[src/rtl/event_frame_dispatcher.sv]
// Edge-detects N event channels, snapshots payload plus BCD time, arbitrates pending
// channels and streams each as a checksummed byte frame over a valid/ready handshake.
module event_frame_dispatcher #(
  parameter int unsigned N_CH      = 4,
  parameter int unsigned CH_BITS   = 2,
  parameter int unsigned DATA_W    = 9,
  parameter int unsigned PAY_BYTES = 2,
  parameter int unsigned ARB_MODE  = 0,
  parameter logic [7:0]  SYNC_BYTE = 8'hA5
) (
  input  logic                     clk,
  input  logic                     rst,
  input  logic                     en,
  input  logic [N_CH-1:0]          ev,
  input  logic [N_CH*DATA_W-1:0]   ev_data,
  input  logic [3:0]               ts_min,
  input  logic [3:0]               ts_dmin,
  input  logic [3:0]               ts_ore,
  input  logic [3:0]               ts_dore,
  output logic [7:0]               tx_data,
  output logic                     tx_valid,
  input  logic                     tx_ready,
  output logic                     busy,
  output logic [N_CH-1:0]          pend,
  output logic [7:0]               ovr_cnt,
  input  logic                     clr_ovr
);

  localparam int unsigned FRAME_LEN = 5 + PAY_BYTES;
  localparam int unsigned IDX_W     = $clog2(FRAME_LEN);

  typedef enum logic [1:0] {ST_IDLE, ST_LOAD, ST_SEND} state_t;

  state_t                         state_q, state_d;
  logic [N_CH-1:0]                ev_q, ev_d;
  logic [N_CH-1:0]                pend_q, pend_d;
  logic [N_CH-1:0]                ovr_flag_q, ovr_flag_d;
  logic [7:0]                     ovr_cnt_q, ovr_cnt_d;
  logic [CH_BITS-1:0]             rr_ptr_q, rr_ptr_d;
  logic [CH_BITS-1:0]             grant_q, grant_d;
  logic [IDX_W-1:0]               idx_q, idx_d;
  logic [DATA_W-1:0]              snap_data_q [N_CH];
  logic [DATA_W-1:0]              snap_data_d [N_CH];
  logic [15:0]                    snap_ts_q [N_CH];
  logic [15:0]                    snap_ts_d [N_CH];
  logic [FRAME_LEN-1:0][7:0]      frame_q, frame_d;

  logic [FRAME_LEN-1:0][7:0]      frame_new;
  logic [PAY_BYTES*8-1:0]         pay_ext;
  logic [7:0]                     chk;
  logic [N_CH-1:0]                rise;
  logic [N_CH-1:0]                clr_mask;
  logic [N_CH-1:0]                ovr_hits;
  logic [4:0]                     n_ovr;
  logic [8:0]                     cnt_sum;
  logic                           arb_hit;
  logic [CH_BITS-1:0]             arb_ch;
  logic [15:0]                    ts_now;

  assign ts_now = {ts_dore, ts_ore, ts_dmin, ts_min};

  always_comb begin
    arb_hit = 1'b0;
    arb_ch  = '0;
    if (ARB_MODE == 0) begin
      for (int unsigned i = 0; i < N_CH; i++) begin
        if (!arb_hit && pend_q[i]) begin
          arb_hit = 1'b1;
          arb_ch  = CH_BITS'(i);
        end
      end
    end else begin
      // search starts just after the last granted channel and wraps
      for (int unsigned j = 1; j <= N_CH; j++) begin
        int unsigned c;
        c = (32'(rr_ptr_q) + j) % N_CH;
        if (!arb_hit && pend_q[c]) begin
          arb_hit = 1'b1;
          arb_ch  = CH_BITS'(c);
        end
      end
    end
  end

  always_comb begin
    pay_ext = '0;
    pay_ext[DATA_W-1:0] = snap_data_q[grant_q];
    frame_new    = '0;
    frame_new[0] = SYNC_BYTE;
    frame_new[1] = {ovr_flag_q[grant_q], 7'(grant_q)};
    frame_new[2] = snap_ts_q[grant_q][15:8];
    frame_new[3] = snap_ts_q[grant_q][7:0];
    for (int unsigned p = 0; p < PAY_BYTES; p++) begin
      frame_new[4+p] = pay_ext[(PAY_BYTES-1-p)*8 +: 8];
    end
    chk = '0;
    for (int unsigned b = 1; b < FRAME_LEN - 1; b++) begin
      chk = chk ^ frame_new[b];
    end
    frame_new[FRAME_LEN-1] = chk;
  end

  // A rise coinciding with the grant's clear re-arms the channel without counting an overrun.
  always_comb begin
    rise     = ev & ~ev_q & {N_CH{en}};
    clr_mask = '0;
    if (state_q == ST_LOAD) begin
      clr_mask[grant_q] = 1'b1;
    end
    ovr_hits   = rise & pend_q & ~clr_mask;
    pend_d     = (pend_q & ~clr_mask) | rise;
    ovr_flag_d = (ovr_flag_q & ~clr_mask) | ovr_hits;
    ev_d       = ev;
    snap_data_d = snap_data_q;
    snap_ts_d   = snap_ts_q;
    n_ovr       = '0;
    for (int unsigned i = 0; i < N_CH; i++) begin
      n_ovr = n_ovr + 5'(ovr_hits[i]);
      if (rise[i]) begin
        snap_data_d[i] = ev_data[i*DATA_W +: DATA_W];
        snap_ts_d[i]   = ts_now;
      end
    end
    cnt_sum = {1'b0, ovr_cnt_q} + 9'(n_ovr);
    if (clr_ovr) begin
      ovr_cnt_d = '0;
    end else if (cnt_sum > 9'd255) begin
      ovr_cnt_d = '1;
    end else begin
      ovr_cnt_d = cnt_sum[7:0];
    end
  end

  always_comb begin
    state_d  = state_q;
    grant_d  = grant_q;
    idx_d    = idx_q;
    rr_ptr_d = rr_ptr_q;
    frame_d  = frame_q;
    tx_valid = 1'b0;
    unique case (state_q)
      ST_IDLE: begin
        if (arb_hit) begin
          grant_d = arb_ch;
          state_d = ST_LOAD;
        end
      end
      ST_LOAD: begin
        frame_d  = frame_new;
        rr_ptr_d = grant_q;
        idx_d    = '0;
        state_d  = ST_SEND;
      end
      ST_SEND: begin
        tx_valid = 1'b1;
        if (tx_ready) begin
          if (idx_q == IDX_W'(FRAME_LEN - 1)) begin
            state_d = ST_IDLE;
          end else begin
            idx_d = idx_q + 1'b1;
          end
        end
      end
      default: state_d = ST_IDLE;
    endcase
  end

  assign tx_data = (state_q == ST_SEND) ? frame_q[idx_q] : '0;
  assign busy    = (state_q != ST_IDLE);
  assign pend    = pend_q;
  assign ovr_cnt = ovr_cnt_q;

  always_ff @(posedge clk) begin
    if (!rst) begin
      state_q     <= ST_IDLE;
      ev_q        <= '0;
      pend_q      <= '0;
      ovr_flag_q  <= '0;
      ovr_cnt_q   <= '0;
      rr_ptr_q    <= CH_BITS'(N_CH - 1);
      grant_q     <= '0;
      idx_q       <= '0;
      frame_q     <= '0;
      snap_data_q <= '{default: '0};
      snap_ts_q   <= '{default: '0};
    end else begin
      state_q     <= state_d;
      ev_q        <= ev_d;
      pend_q      <= pend_d;
      ovr_flag_q  <= ovr_flag_d;
      ovr_cnt_q   <= ovr_cnt_d;
      rr_ptr_q    <= rr_ptr_d;
      grant_q     <= grant_d;
      idx_q       <= idx_d;
      frame_q     <= frame_d;
      snap_data_q <= snap_data_d;
      snap_ts_q   <= snap_ts_d;
    end
  end

endmodule
[config.mk]
export PLATFORM = sky130hd
export DESIGN_NAME = event_frame_dispatcher
export DESIGN_NICKNAME = d
export VERILOG_FILES = /design/src/rtl/event_frame_dispatcher.sv
export SDC_FILE = /design/constraint.sdc
export NUM_CORES = 1
export LEC_CHECK = 0
export ABC_AREA = 1
export ABC_CLOCK_PERIOD_IN_PS = 2950
export BUFFER_PORTS_ARGS = -buffer_cell sky130_fd_sc_hd__buf_2
export CAP_MARGIN = 40
export CORE_ASPECT_RATIO = 0.75
export CORE_MARGIN = 2
export CORE_UTILIZATION = 35
export DETAILED_ROUTE_END_ITERATION = 6
export HOLD_SLACK_MARGIN = 0.03
export PLACE_DENSITY = 0.55
export SLEW_MARGIN = 25
export SYNTH_ARGS = -nofsm -noshare
export SYNTH_HDL_FRONTEND = slang
export SYNTH_SLANG_ARGS = --single-unit
export TNS_END_PERCENT = 50
[constraint.sdc]
create_clock -name clk -period 2.95 [get_ports clk]
set_clock_uncertainty 0.1 [all_clocks]
set_input_delay 0.7375 -clock clk [delete_from_list [all_inputs] [get_ports clk]]
set_output_delay 0.7375 -clock clk [all_outputs]
set_load 0.05 [all_outputs]
==> Word-level counts from Yosys, hierarchy flattened <==
Index checks and enable logic that the tools add are counted.
W data, S select, Z words.
{ "totals": {"reg_bits": 164, "inputBits": 61, "out_inout_bits": 22} }
{ "op_classes": {"addsub": 5, "order_cmp": 5, "n_eq_ne": 7, "muxes": 30, "n_bitwise": 16, "reduce_logical": 14} }
{ "ops": {"columns": ["cell", "n"], "rows": [
  ["$bmux W16 S2", 1],
  ["$mux W16", 2],
  ["$and A4 B4 Y4", 6],
  ["$bmux W8 S3", 1],
  ["$mux W8", 3],
  ["$xor A8 B8 Y8", 3],
  ["$bmux W9 S2", 1],
  ["$mux W9", 2],
  ["$mux W2", 5],
  ["$add A8 B4 Y9", 1],
  ["$gt A9 B8 Y1 const B", 1],
  ["$mux W1", 8],
  ["$ne A2 B2 Y1 const B", 4],
  ["$not A4 Y4", 2],
  ["$or A4 B4 Y4", 2],
  ["$xor A8 B1 Y8", 1],
  ["$mux W3", 2],
  ["$pmux W2 S3", 1],
  ["$pmux W3 S2", 1],
  ["$reduce_and A3 Y1", 2],
  ["$add A3 B1 Y4", 1],
  ["$logic_and A1 B1 Y1", 4],
  ["$lt A3 B4 Y1 const B", 1],
  ["$mux W4", 1],
  ["18 further kinds", 21]
]} }

==> Logic depth before layout (Yosys ltp) <==
Gate-level depths: netlist (run 1).
{ "logic_depth": {"depth_word": 13, "depth_mapped": 20, "ltp_nobuf": 20} }

==> Least setup slack after synthesis (run 1) <==
OpenSTA, ideal clock, no wires.
{ "synth_path": {"path_kind": "in2reg", "from": "in ev[0]", "to": "reg ovr_cnt_q[3], in the netlist ovr_cnt[3]", "setup_time_ns": 0.115, "arrival_ns": 3.020, "required_ns": 2.735, "path_slack_ns": -0.286, "stages": 17, "path_buffers": 0, "cell_sequence": "nand2_1 > nor2_1 > nand2_1 > nor2_1 > fa_1 > inv_1 > fa_1 > inv_1 > fa_1 > nand2_1 > nor2_1 > nand2_1 > nor2_1 > nand2_1 > inv_1 > o21ai_0 > inv_1"} }
{ "synth_via": {"elab_chain_len": 10} }
{ "synth_rtl": {"columns": ["element", "line", "source"], "rows": [
  ["start, declared", "14", "input logic [N_CH-1:0] ev,"],
  ["$and A4 B4 Y4 * (2 in series)", "105", "rise = ev & ~ev_q & {N_CH{en}};"],
  ["$and A4 B4 Y4 * (2 in series)", "110", "ovr_hits = rise & pend_q & ~clr_mask;"],
  ["$add A1 B1 Y2 *", "118", "n_ovr = n_ovr + 5'(ovr_hits[i]);"],
  ["$add A2 B1 Y3 *", "118", null],
  ["$add A3 B1 Y4 *", "118", null],
  ["$add A8 B4 Y9 *", "124", "cnt_sum = {1'b0, ovr_cnt_q} + 9'(n_ovr);"],
  ["$gt A9 B8 Y1", "127", "end else if (cnt_sum > 9'd255) begin"],
  ["$mux W8 *", "127", null],
  ["end signal, assigned", "191", "ovr_cnt_q <= ovr_cnt_d;"],
  ["end, declared", "38", "logic [7:0] ovr_cnt_q, ovr_cnt_d;"]
]} }
Every way passes the cells marked *; elsewhere a longest branch is shown, timed or not.
A chain may end at the register's enable or synchronous reset.

==> Final worst setup path (run 1) <==
{ "layout_path": {"from": "reg state_q[0]", "to": "reg ovr_cnt_q[5], in the netlist ovr_cnt[5]"} }
{ "layout_via": {"elab_chain_len": 10} }
{ "layout_rtl": {"columns": ["element", "line", "source"], "rows": [
  ["start, declared", "34", "state_t state_q, state_d;"],
  ["start signal, assigned", "187", "state_q <= state_d;"],
  ["$eq A2 B1 Y1 *", null, null],
  ["$mux W4 *", "107", "if (state_q == ST_LOAD) begin"],
  ["$not A4 Y4 *", "110", null],
  ["$and A4 B4 Y4 *", "110", null],
  ["$add A1 B1 Y2", "118", null],
  ["$add A2 B1 Y3", "118", null],
  ["$add A3 B1 Y4 *", "118", null],
  ["$add A8 B4 Y9 *", "124", null],
  ["$gt A9 B8 Y1", "127", null],
  ["$mux W8 *", "127", null]
]} }
Marked as above.

==> results of run 1 <==
worst min path at each step:
stage	from	to	depth (start not counted)
6_report	ovr_flag_q[0]	ovr_flag_q[0]	2
5_1_grt	ovr_flag_q[0]	ovr_flag_q[0]	2
4_1_cts	ovr_flag_q[0]	ovr_flag_q[0]	2
3_5_place_dp	frame_q[26]	frame_q[26]	2
3_3_place_gp	frame_q[26]	frame_q[26]	2
2_1_floorplan	frame_q[26]	frame_q[26]	2
power by group through the flow:
| stage | Combinational [mW] | Sequential [mW] | Clock [mW] |
|---|---|---|---|
| 2_1_floorplan | 0.724 | 2.49 | 0 |
| 3_3_place_gp | 1.06 | 2.51 | 0 |
| 3_5_place_dp | 1.07 | 2.51 | 0 |
| 4_1_cts | 1.08 | 2.46 | 2.44 |
| 5_1_grt | 1.22 | 2.48 | 2.54 |
| 6_report | 1.08 | 2.46 | 2.39 |
routing by layer:
layer / up-vias / track usage / wire, um
met1: 3181 / 0.2886 / 10800
met4: 0 / 0.05430 / 369
met2: 153 / 0.3323 / 9542
met5: - / 0 / 0
met3: 24 / 0.04600 / 998
li1: 3525 / - / -
per-stage QoR:
step / power, mW / util / instances / setup slack [ns] / area, sq um
after floorplan: 3.218 / - / 1033 / -0.1096 / 7247
after global placement: 3.569 / 0.3941 / 1349 / -0.2029 / 7965
after detailed placement: 3.575 / 0.3941 / 1349 / -0.2149 / 7965
after CTS: 5.976 / 0.4253 / 1381 / 0.001372 / 8597
after global routing: 6.238 / 0.4285 / 1383 / -0.07538 / 8662
final: 5.937 / 0.4285 / 1383 / 0.07877 / 8662
final cells by class:
cell class	count	area [sq um]
clock buffers	18	439.2
clock inverters	14	187.7
fillers	2117	11550
inverters	52	195.2
multi-input cells	757	3516
flip-flops and latches	164	3287
well taps	258	322.8
repair buffers	120	714.4
flip-flops by register name (all words and copies together), names as in the netlist, 3 cells and up:
signal / cells
snap_ts_q: 64
frame_q: 37
snap_data_q: 36
ovr_cnt: 8
ev_q: 4
ovr_flag_q: 4
pend: 4
idx_q: 3
cell usage in the layout (no fill, tap or decap), drive strengths merged:
cell type | netlist | final
a211oi | 5 | 5
a21boi | 1 | 1
a21oi | 42 | 42
a221oi | 8 | 8
a31oi | 3 | 3
buf | 32 | 120
bufinv | 0 | 3
clkbuf | 28 | 18
clkinv | 3 | 5
clkinvlp | 0 | 1
dfxtp | 164 | 164
fa | 3 | 3
ha | 3 | 3
inv | 49 | 57
mux2i | 1 | 1
nand2 | 216 | 216
nand3 | 83 | 83
nand4 | 4 | 4
nor2 | 227 | 227
nor3 | 7 | 7
o211ai | 2 | 2
o21ai | 136 | 136
o22ai | 9 | 9
xnor2 | 2 | 2
xor2 | 5 | 5
what timing repair did:
| action | 4_1_cts | 5_1_grt |
|---|---|---|
| buffers inserted | 0 | 2 |
| gates resized for setup | 3 | 17 |
| pin swaps | 0 | 7 |
| gates cloned | 0 | 0 |
| setup endpoints to repair | 1 | 9 |
logic make-up (layout without fill, tap and decap cells):
kind of cell             count (synthesis)  after routing
AO/OA/AOI/OAI                          206            206
XOR/XNOR                                 7              7
adder cells (fa/ha/maj)                  6              6
buffers and inverters                  112            204
flip-flops                             164            164
multiplexers                             1              1
AND/OR/NAND/NOR                        537            537
worst min-delay path, stage by stage, from the launching register on:
cell and delay [ns]:
dfxtp_1 0.31, inv_1 0.05, a211oi_1 0.06
Yosys cell counts (3+ instances only):
master,instances
nor2_1,223
nand2_1,216
dfxtp_1,164
o21ai_0,131
nand3_1,83
inv_1,43
a21oi_1,42
clkbuf_1,28
buf_2,23
o22ai_1,9
a221oi_1,8
nor3_1,7
inv_2,6
a211oi_1,5
o21ai_1,5
xor2_1,5
buf_4,4
buf_6,4
nand4_1,4
nor2_2,4
clkinv_1,3
fa_1,3
ha_1,3
==> impl_metrics.tcl, run 1 <==
set metrics [dict create \
    fp.dieW_um 169.6 \
    grt-ovfl-total 0 \
    synthMuxAreaShare 0.001391 \
    via_per_inst 4.977 \
    reg2reg_from "state_q[0]" \
    syn_inst 1033 \
    critPathLaunchType "flip-flop" \
    grt_pass1_wl_um 35270 \
    grt_pass1_vias 6682 \
    seq_power_share 0.415 \
    setup_viol_count_final 0 \
    antenna_cells 0 \
    leakage_nw 3.768 \
    clk_latency_ns 0.44 \
    reg2reg_to "ovr_cnt[5]" \
    synth-xor-area-share 0.008519 \
    cp.buffers_inverters 6 \
    tns_ns 0 \
    synth-seq-area-share 0.4562 \
    cts_buffers 17 \
    slowest_stage "fa_1" \
    rsz0062_at_grt "true" \
    drt-initial-drc-count 579 \
    p_comb_frac 0.182 \
    drc 0 \
    ys_seq_elements 164 \
    r2r_cells 19 \
    detail_route.first_pass.iterations 5 \
    maxCapViolations 0 \
    worstPathRequired_ns 3.23 \
    slew_viol_final 0 \
    cts_tree "built" \
    initial_core_util 0.3561 \
    crit_chain "inv_2, nor2_4, inv_2, nor2_2, inv_2, nor2_4, nor2_2, fa_1, inv_2, fa_2, inv_2, fa_2, nand2_1, nor2_1, nand2_1, nor2_1, nand2_1, buf_6, a21oi_2" \
    synth_edf_count 0 \
    cts.clk_slew.worst_paths_ns 0.07 \
    cts-root-buf "clkbuf_16" \
    nets 1179 \
    synth_fa_ha_area_frac 0.01356 \
    syn-num-nets 1100 \
    crit_top_cell "inv_2" \
    io_pins 83 \
    dp.final_hpwl_um 14460 \
    yosysTopAreaCellShare 0.4562 \
    ir_drop_mv 0.4068 \
    critPathKind "flip-flop to flip-flop" \
    ys.flop_type "dfxtp_1" \
    io_buffers 82 \
    clkPwrFrac 0.403 \
    syn_area_sq_um 7197 \
    crit_end "ovr_cnt[5]" \
    layout-drive-gt1-share 0.1671 \
    vias 6883 \
    gp_congestion 0.8255 \
    critPathLaunch "state_q[0]" \
    yosysWarnings 0 \
    relSlewSlack 0.5642 \
    end_kind "flip-flop" \
    ys_async_sr_fraction 0 \
    design.core.area_sq_um 20210 \
    synth_area_per_cell_sq_um 6.967 \
    critPathMaxFanout 5 \
    hold_viol_final 0 \
    fmax_ghz 0.3483 \
    critical_path_arrival_ns 3.15 \
    holdWs_ns 0.3540 \
    grt_max_degree 114 \
    synth-simple-area-share 0.2985 \
    synth_compound_area_frac 0.1532 \
    yosysTopAreaCell "dfxtp_1" \
    fin_crit_ns 2.871 \
    drtAntennaViolNets 0 \
    synth_cell_types 30 \
    cp.depth 19 \
    cell_internal_pwr_mw 4.086 \
    areaGrowthSynthToFinish_pct 20.36 \
    dieArea_sq_um 21740 \
    holdBufCountCts 0 \
    tightest_slew_ns 0.6538 \
    hold_class "flip-flop to flip-flop" \
    p_sw_frac 0.3118 \
    htree_levels 4 \
    cts_sinks 164 \
    crit_family "adder cells" \
    period_share 0.9733 \
    synth_top_family_by_area "simple AND/OR/NAND/NOR gates" \
    critPathMaxStageDelay_ns 0.49 \
    placementRows 45 \
    synth_area_leaders "dfxtp_1, nor2_1, nand2_1" \
    antenna_found_initial 0 \
    cts_max_path_buffers 2 \
    track_usage 0.2092 \
    run_status "completed" \
    routedWlPerCell_um 15.70 \
    p_per_area_nw_per_um2 685.4 \
    die_h_um 128.2 \
    totalWireLength_um 21710 \
    rrSetupSlack_ns 0.08 \
    p_switching_mw 1.851 \
]
Note: power is estimated with default switching activity, not from simulation.
==> inputs of run 2 (changes only) <==
--- a/config.mk
+++ b/config.mk
@@ -16,4 +16,5 @@
 export HOLD_SLACK_MARGIN = 0.03
 export PLACE_DENSITY = 0.55
+export SKIP_LAST_GASP = 1
 export SLEW_MARGIN = 25
 export SYNTH_ARGS = -nofsm -noshare
--- a/constraint.sdc
+++ b/constraint.sdc
@@ -3,3 +3,3 @@
 set_input_delay 0.7375 -clock clk [delete_from_list [all_inputs] [get_ports clk]]
 set_output_delay 0.7375 -clock clk [all_outputs]
-set_load 0.05 [all_outputs]
+set_load 0.1 [all_outputs]
==> run 2 against run 1 <==
  * Critical path type is now input port to flip-flop
  * Critical path depth shrank 3
  * Hold slack gained 0.0046 ns
  * Power shrank 0.74%
  * Maximum frequency grew 0.83%
  * Worst setup slack gained 0.024 ns
  * Die area is the same
  * Via count shrank 0.78%
  * Clock-buffer cell count grew 4
  * First-iteration DRC count shrank 6.2%
==> impl_metrics.tcl, run 2 (synthesized netlist as in run 1, its figures left out) <==
set metrics [dict create \
    htree_levels 4 \
    grt_max_degree 114 \
    tns_ns 0 \
    grt-ovfl-total 0 \
    cts_buffers 17 \
    end_kind "flip-flop" \
    hold_class "flip-flop to flip-flop" \
    layout_common_cells "nor2_1, nand2_1, dfxtp_1" \
    largest_reg_flops 64 \
    ir_drop_mv 0.4581 \
    grt_pass1_wl_um 35000 \
    placementRows 45 \
    vias 6829 \
    reg_top3 "snap_ts_q x64, frame_q x37, snap_data_q x36" \
    setup_viol_count_final 0 \
    die_h_um 128.2 \
    track_usage 0.2082 \
    cts_tree "built" \
    io_pins 83 \
    design.core.area_sq_um 20210 \
    drt-initial-drc-count 543 \
    drc 0 \
    detail_route.first_pass.iterations 7 \
    power_mw 5.894 \
    reg2reg_from "state_q[0]" \
    dieArea_sq_um 21740 \
    min_path_cells 2 \
    regMostFlops "snap_ts_q" \
    critical_path_arrival_ns 3.06 \
    r2r_cells 18 \
    worstPathRequired_ns 3.16 \
    grt_pass1_vias 6586 \
    layout_commonest_cell "nor2_1" \
    hold_viol_final 0 \
    antenna_found_initial 0 \
    cts.clk_slew.worst_paths_ns 0.06 \
    cts-root-buf "clkbuf_16" \
    clk_latency_ns 0.43 \
    areaGrowthSynthToFinish_pct 22.79 \
    io_buffers 82 \
    critPathMaxFanout 4 \
    critPathKind "input port to flip-flop" \
    drtAntennaViolNets 0 \
    dp_cells 1350 \
    initial_core_util 0.3561 \
    critPathLaunch "en" \
    antenna_cells 0 \
    run_status "completed" \
    p_per_area_nw_per_um2 666.9 \
    relSlewSlack 0.5683 \
    rsz0062_at_grt "true" \
    maxCapViolations 0 \
    layout-drive-gt1-share 0.1655 \
    critPathLaunchType "input port" \
    tightest_slew_ns 0.6475 \
    cts_max_path_buffers 2 \
    fin_crit_ns 2.848 \
    min_from "snap_ts_q[41]" \
    post_layout_nonfiller_instances 1382 \
    fp.dieW_um 169.6 \
    nets 1183 \
    leakage_nw 3.808 \
    holdWs_ns 0.3586 \
    gp_congestion 0.8152 \
    finish.utilization 0.4372 \
    cts_sinks 164 \
    via_per_inst 4.941 \
    routedWlPerCell_um 15.67 \
    period_share 0.9653 \
    dp.final_hpwl_um 14120 \
    slew_viol_final 0 \
    fmax_ghz 0.3512 \
    totalWireLength_um 21650 \
]
## run 2: cell types whose count changed in the layout (fill, tap and decap cells not counted), moves of 3 or more
cell	delta
buf_12	+9
buf_2	-7
inv_6	-7
clkbuf_8	+4
nor3_4	+4
inv_2	-3
nor3_1	-3
## run 2: timing repair
| item | 4_1_cts | 5_1_grt |
|---|---|---|
| pin swaps | 3 | 10 |
| gates resized for setup | 9 | 6 |
| gates cloned | 0 | 0 |
| hold buffers | 0 | 0 |
| setup endpoints to repair | 13 | 9 |
| setup buffers | 3 | 2 |
## run 2: critical path: stages
cell     delay (ns)
buf_2          0.11
nand2_1        0.06
nor2_2         0.13
nand2_1        0.09
nor2_1         0.16
fa_1           0.43
inv_1          0.08
fa_2           0.19
inv_2          0.04
fa_2           0.34
buf_4          0.14
buf_4          0.12
buf_4          0.13
nand3_1        0.07
xor2_1         0.15
a21oi_1        0.08
## run 2: stage by stage
step / area, sq um / setup WS, ns
2_1_floorplan: 7302 / -0.3096
3_3_place_gp: 8163 / -0.2319
3_5_place_dp: 8163 / -0.2550
4_1_cts: 8801 / 0.007485
5_1_grt: 8837 / -0.03694
6_report: 8837 / 0.1025
## run 2: layout make-up
type,count,area [sq um]
multi-input cells,757,3560
clock inverters,5,100.1
clock buffers,22,494.2
inverters,52,198.9
fillers,2104,11380
well taps,258,322.8
repair buffers,124,874.6
flip-flops and latches,164,3287
## run 2: layer usage
layer	GRT usage	share of wire
met5	0	0
met4	0.05832	0.015
met1	0.2867	0.50
met2	0.3330	0.45
met3	0.04106	0.038
## run 2: final timing paths
| check | end | slack, ns |
|---|---|---|
| setup / recovery | ovr_cnt[4] | 0.10 |
| hold / removal | snap_ts_q[41] | 0.36 |
| hold reg to reg | snap_ts_q[41] | 0.36 |
| setup reg to reg | ovr_cnt[4] | 0.12 |
## run 2: report_power, final
part / switching [mW] / internal (mW) / total, mW
logic: 0.799 / 0.338 / 1.14
clock network: 0.869 / 1.42 / 2.29
registers: 0.0926 / 2.38 / 2.47
==> inputs of run 3 (changes only) <==
ABC_CLOCK_PERIOD_IN_PS = 2450   (was 2950)
CORE_MARGIN = 1   (was 2)
clock period = 2.45 ns   (was 2.95 ns; I/O delays follow)
==> run 3 against run 2 <==
  * Critical path depth rose by 3
  * Highest routed layer unchanged
  * Largest cell class unchanged
  * The flow now finishes with violations (negative setup slack)
  * Critical path type is now flip-flop to flip-flop
  * Critical endpoint is now ovr_cnt[5]
  * Non-clock buffer count increased by 13
  * Combinational power up 24%
==> impl_metrics.tcl, run 3 (synthesized netlist as in run 1, its figures left out) <==
set metrics [dict create \
    run_status "finished, violations left" \
    violations "negative setup slack" \
    crit_chain "inv_2, nor2_4, inv_2, nor2_1, inv_1, nor2_2, nor2_2, fa_1, inv_2, fa_2, inv_2, fa_2, nand2_1, nor2_1, nand2_1, nor2_1, nand2_1, buf_6, a21oi_2" \
    timing.final.ws_setup_ns -0.3963 \
    vias 6910 \
    gp_congestion 0.8358 \
    leakage_nw 3.862 \
    worstPathRequired_ns 2.72 \
    reg_top3 "snap_ts_q x64, frame_q x37, snap_data_q x36" \
    hold_class "input port to flip-flop" \
    grt_max_degree 114 \
    end_kind "flip-flop" \
    nets 1196 \
    r2r_cells 19 \
    finish.utilization 0.4451 \
    placed_area_sq_um 8284 \
    design_area_sq_um 8997 \
    rrSetupSlack_ns -0.40 \
    busiest_layer "met2" \
    reg2reg_to "ovr_cnt[5]" \
    slowest_stage "fa_1" \
    critPathKind "flip-flop to flip-flop" \
    dp_cells 1359 \
    routedWlPerCell_um 15.38 \
    totalWireLength_um 21530 \
    multiInputGateArea_sq_um 3612 \
    clk_latency_ns 0.43 \
    cts_buffers 17 \
    fp.dieW_um 167.6 \
    die_h_um 126.2 \
    fillers 2112 \
    cts.clk_slew.worst_paths_ns 0.06 \
    grt-ovfl-total 0 \
    tns_ns -3.333 \
    critPathMaxFanout 5 \
    ir_drop_mv 0.3586 \
    cts_sinks 164 \
    drt-initial-drc-count 571 \
    fmax_ghz 0.3513 \
    drc 0 \
    areaGrowthSynthToFinish_pct 25.02 \
    dieArea_sq_um 21150 \
    via_per_inst 4.936 \
    antenna_cells 0 \
    grt_pass1_wl_um 35050 \
    drtAntennaViolNets 0 \
    met3_usage 0.03834 \
    dp.final_hpwl_um 14250 \
    relSlewSlack 0.5540 \
    hold_viol_final 0 \
    maxCapViolations 0 \
    largest_reg_flops 64 \
    layout_common_cells "nor2_1, nand2_1, dfxtp_1" \
    fin_crit_ns 2.846 \
    p_per_area_nw_per_um2 795.4 \
    critPathLaunchType "flip-flop" \
    critical_path_arrival_ns 3.11 \
    slew_viol_final 0 \
    cts-root-buf "clkbuf_16" \
    grtUsageMet2 0.3370 \
    critPathMaxStageDelay_ns 0.49 \
    cts_tree "built" \
    crit_top_cell "inv_2" \
    reg2reg_from "state_q[0]" \
    preCtsSetupSlack_ns -0.6217 \
    seqCellArea_sq_um 3291 \
    layout_commonest_cell "nor2_1" \
    grt_pass1_vias 6511 \
    antenna_found_initial 0 \
    min_from "ev[3]" \
    placementRows 45 \
    io_pins 83 \
    design.core.area_sq_um 20210 \
    regMostFlops "snap_ts_q" \
    period_share 1.162 \
    holdBufCountCts 0 \
    tightest_slew_ns 0.6690 \
    hold-path-endpoint "ev_q[3]" \
    setup_viol_count_final 15 \
    rsz0062_at_grt "true" \
    post_layout_nonfiller_instances 1400 \
    initial_core_util 0.3561 \
    use_met1 0.2937 \
    cts_max_path_buffers 2 \
    htree_levels 4 \
    io_buffers 82 \
    detail_route.first_pass.iterations 5 \
    min_path_cells 3 \
    track_usage 0.2128 \
    layout-drive-gt1-share 0.1891 \
]
==> run 3: changes by cell type in the layout (fill, tap and decap cells not counted), sizes merged <==
cell and delta:
clkinvlp +2, clkbuf +1, buf +13, clkinv +2
==> run 3: worst max path at each step <==
stage,from,to,slack [ns],cells after the start
final,state_q[0],ovr_cnt[5],-0.40,19
after global routing,state_q[0],ovr_cnt[0],-0.65,19
after CTS,state_q[0],ovr_cnt[5],-0.39,19
after detailed placement,en,ovr_cnt[3],-0.62,18
after global placement,en,ovr_cnt[7],-0.59,17
after floorplan,ev[0],ovr_cnt[3],-0.50,17
==> run 3: area by class of cell <==
type	instances	share of cell area
Clock buffer	23	0.05423
Clock inverter	9	0.01391
Inverter	52	0.02211
Multi-Input combinational cell	757	0.4015
Sequential cell	164	0.3657
Tap cell	258	0.03588
Timing Repair Buffer	137	0.1067
==> run 3: timing repair <==
action	4_1_cts	5_1_grt
pin swaps	6	7
setup endpoints to repair	16	16
endpoints found under the hold margin	0	0
gates resized for setup	6	5
buffers inserted	8	1
==> run 3: through the flow <==
stage | power, mW | hold WS (ns)
floorplan | 3.975 | 0.3231
global placement | 4.410 | 0.3423
detailed placement | 4.416 | 0.3472
CTS | 7.215 | 0.2616
global route | 7.520 | 0.2731
finish | 7.157 | 0.2730
==> run 3: critical path: cells and delay by family (launching register included) <==
| kind | cells | cell delay, ns |
|---|---|---|
| adders and majority gates | 3 | 1.03 |
| and+or+nand+nor | 9 | 0.76 |
| buffers and inverters | 6 | 0.45 |
| DFF | 1 | 0.33 |
| AOI/OAI and AO/OA | 1 | 0.11 |
==> run 3: routing by layer <==
| metal | vias up | share of wire |
|---|---|---|
| li1 | 3559 | - |
| met1 | 3184 | 0.49 |
| met2 | 146 | 0.45 |
| met3 | 21 | 0.042 |
| met4 | 0 | 0.017 |
| met5 | - | 0 |
==> run 3: report_power, final <==
part	switching, mW	internal (mW)
logic	0.982	0.432
registers	0.103	2.86
clock network	1.07	1.71
total	2.16	5.00
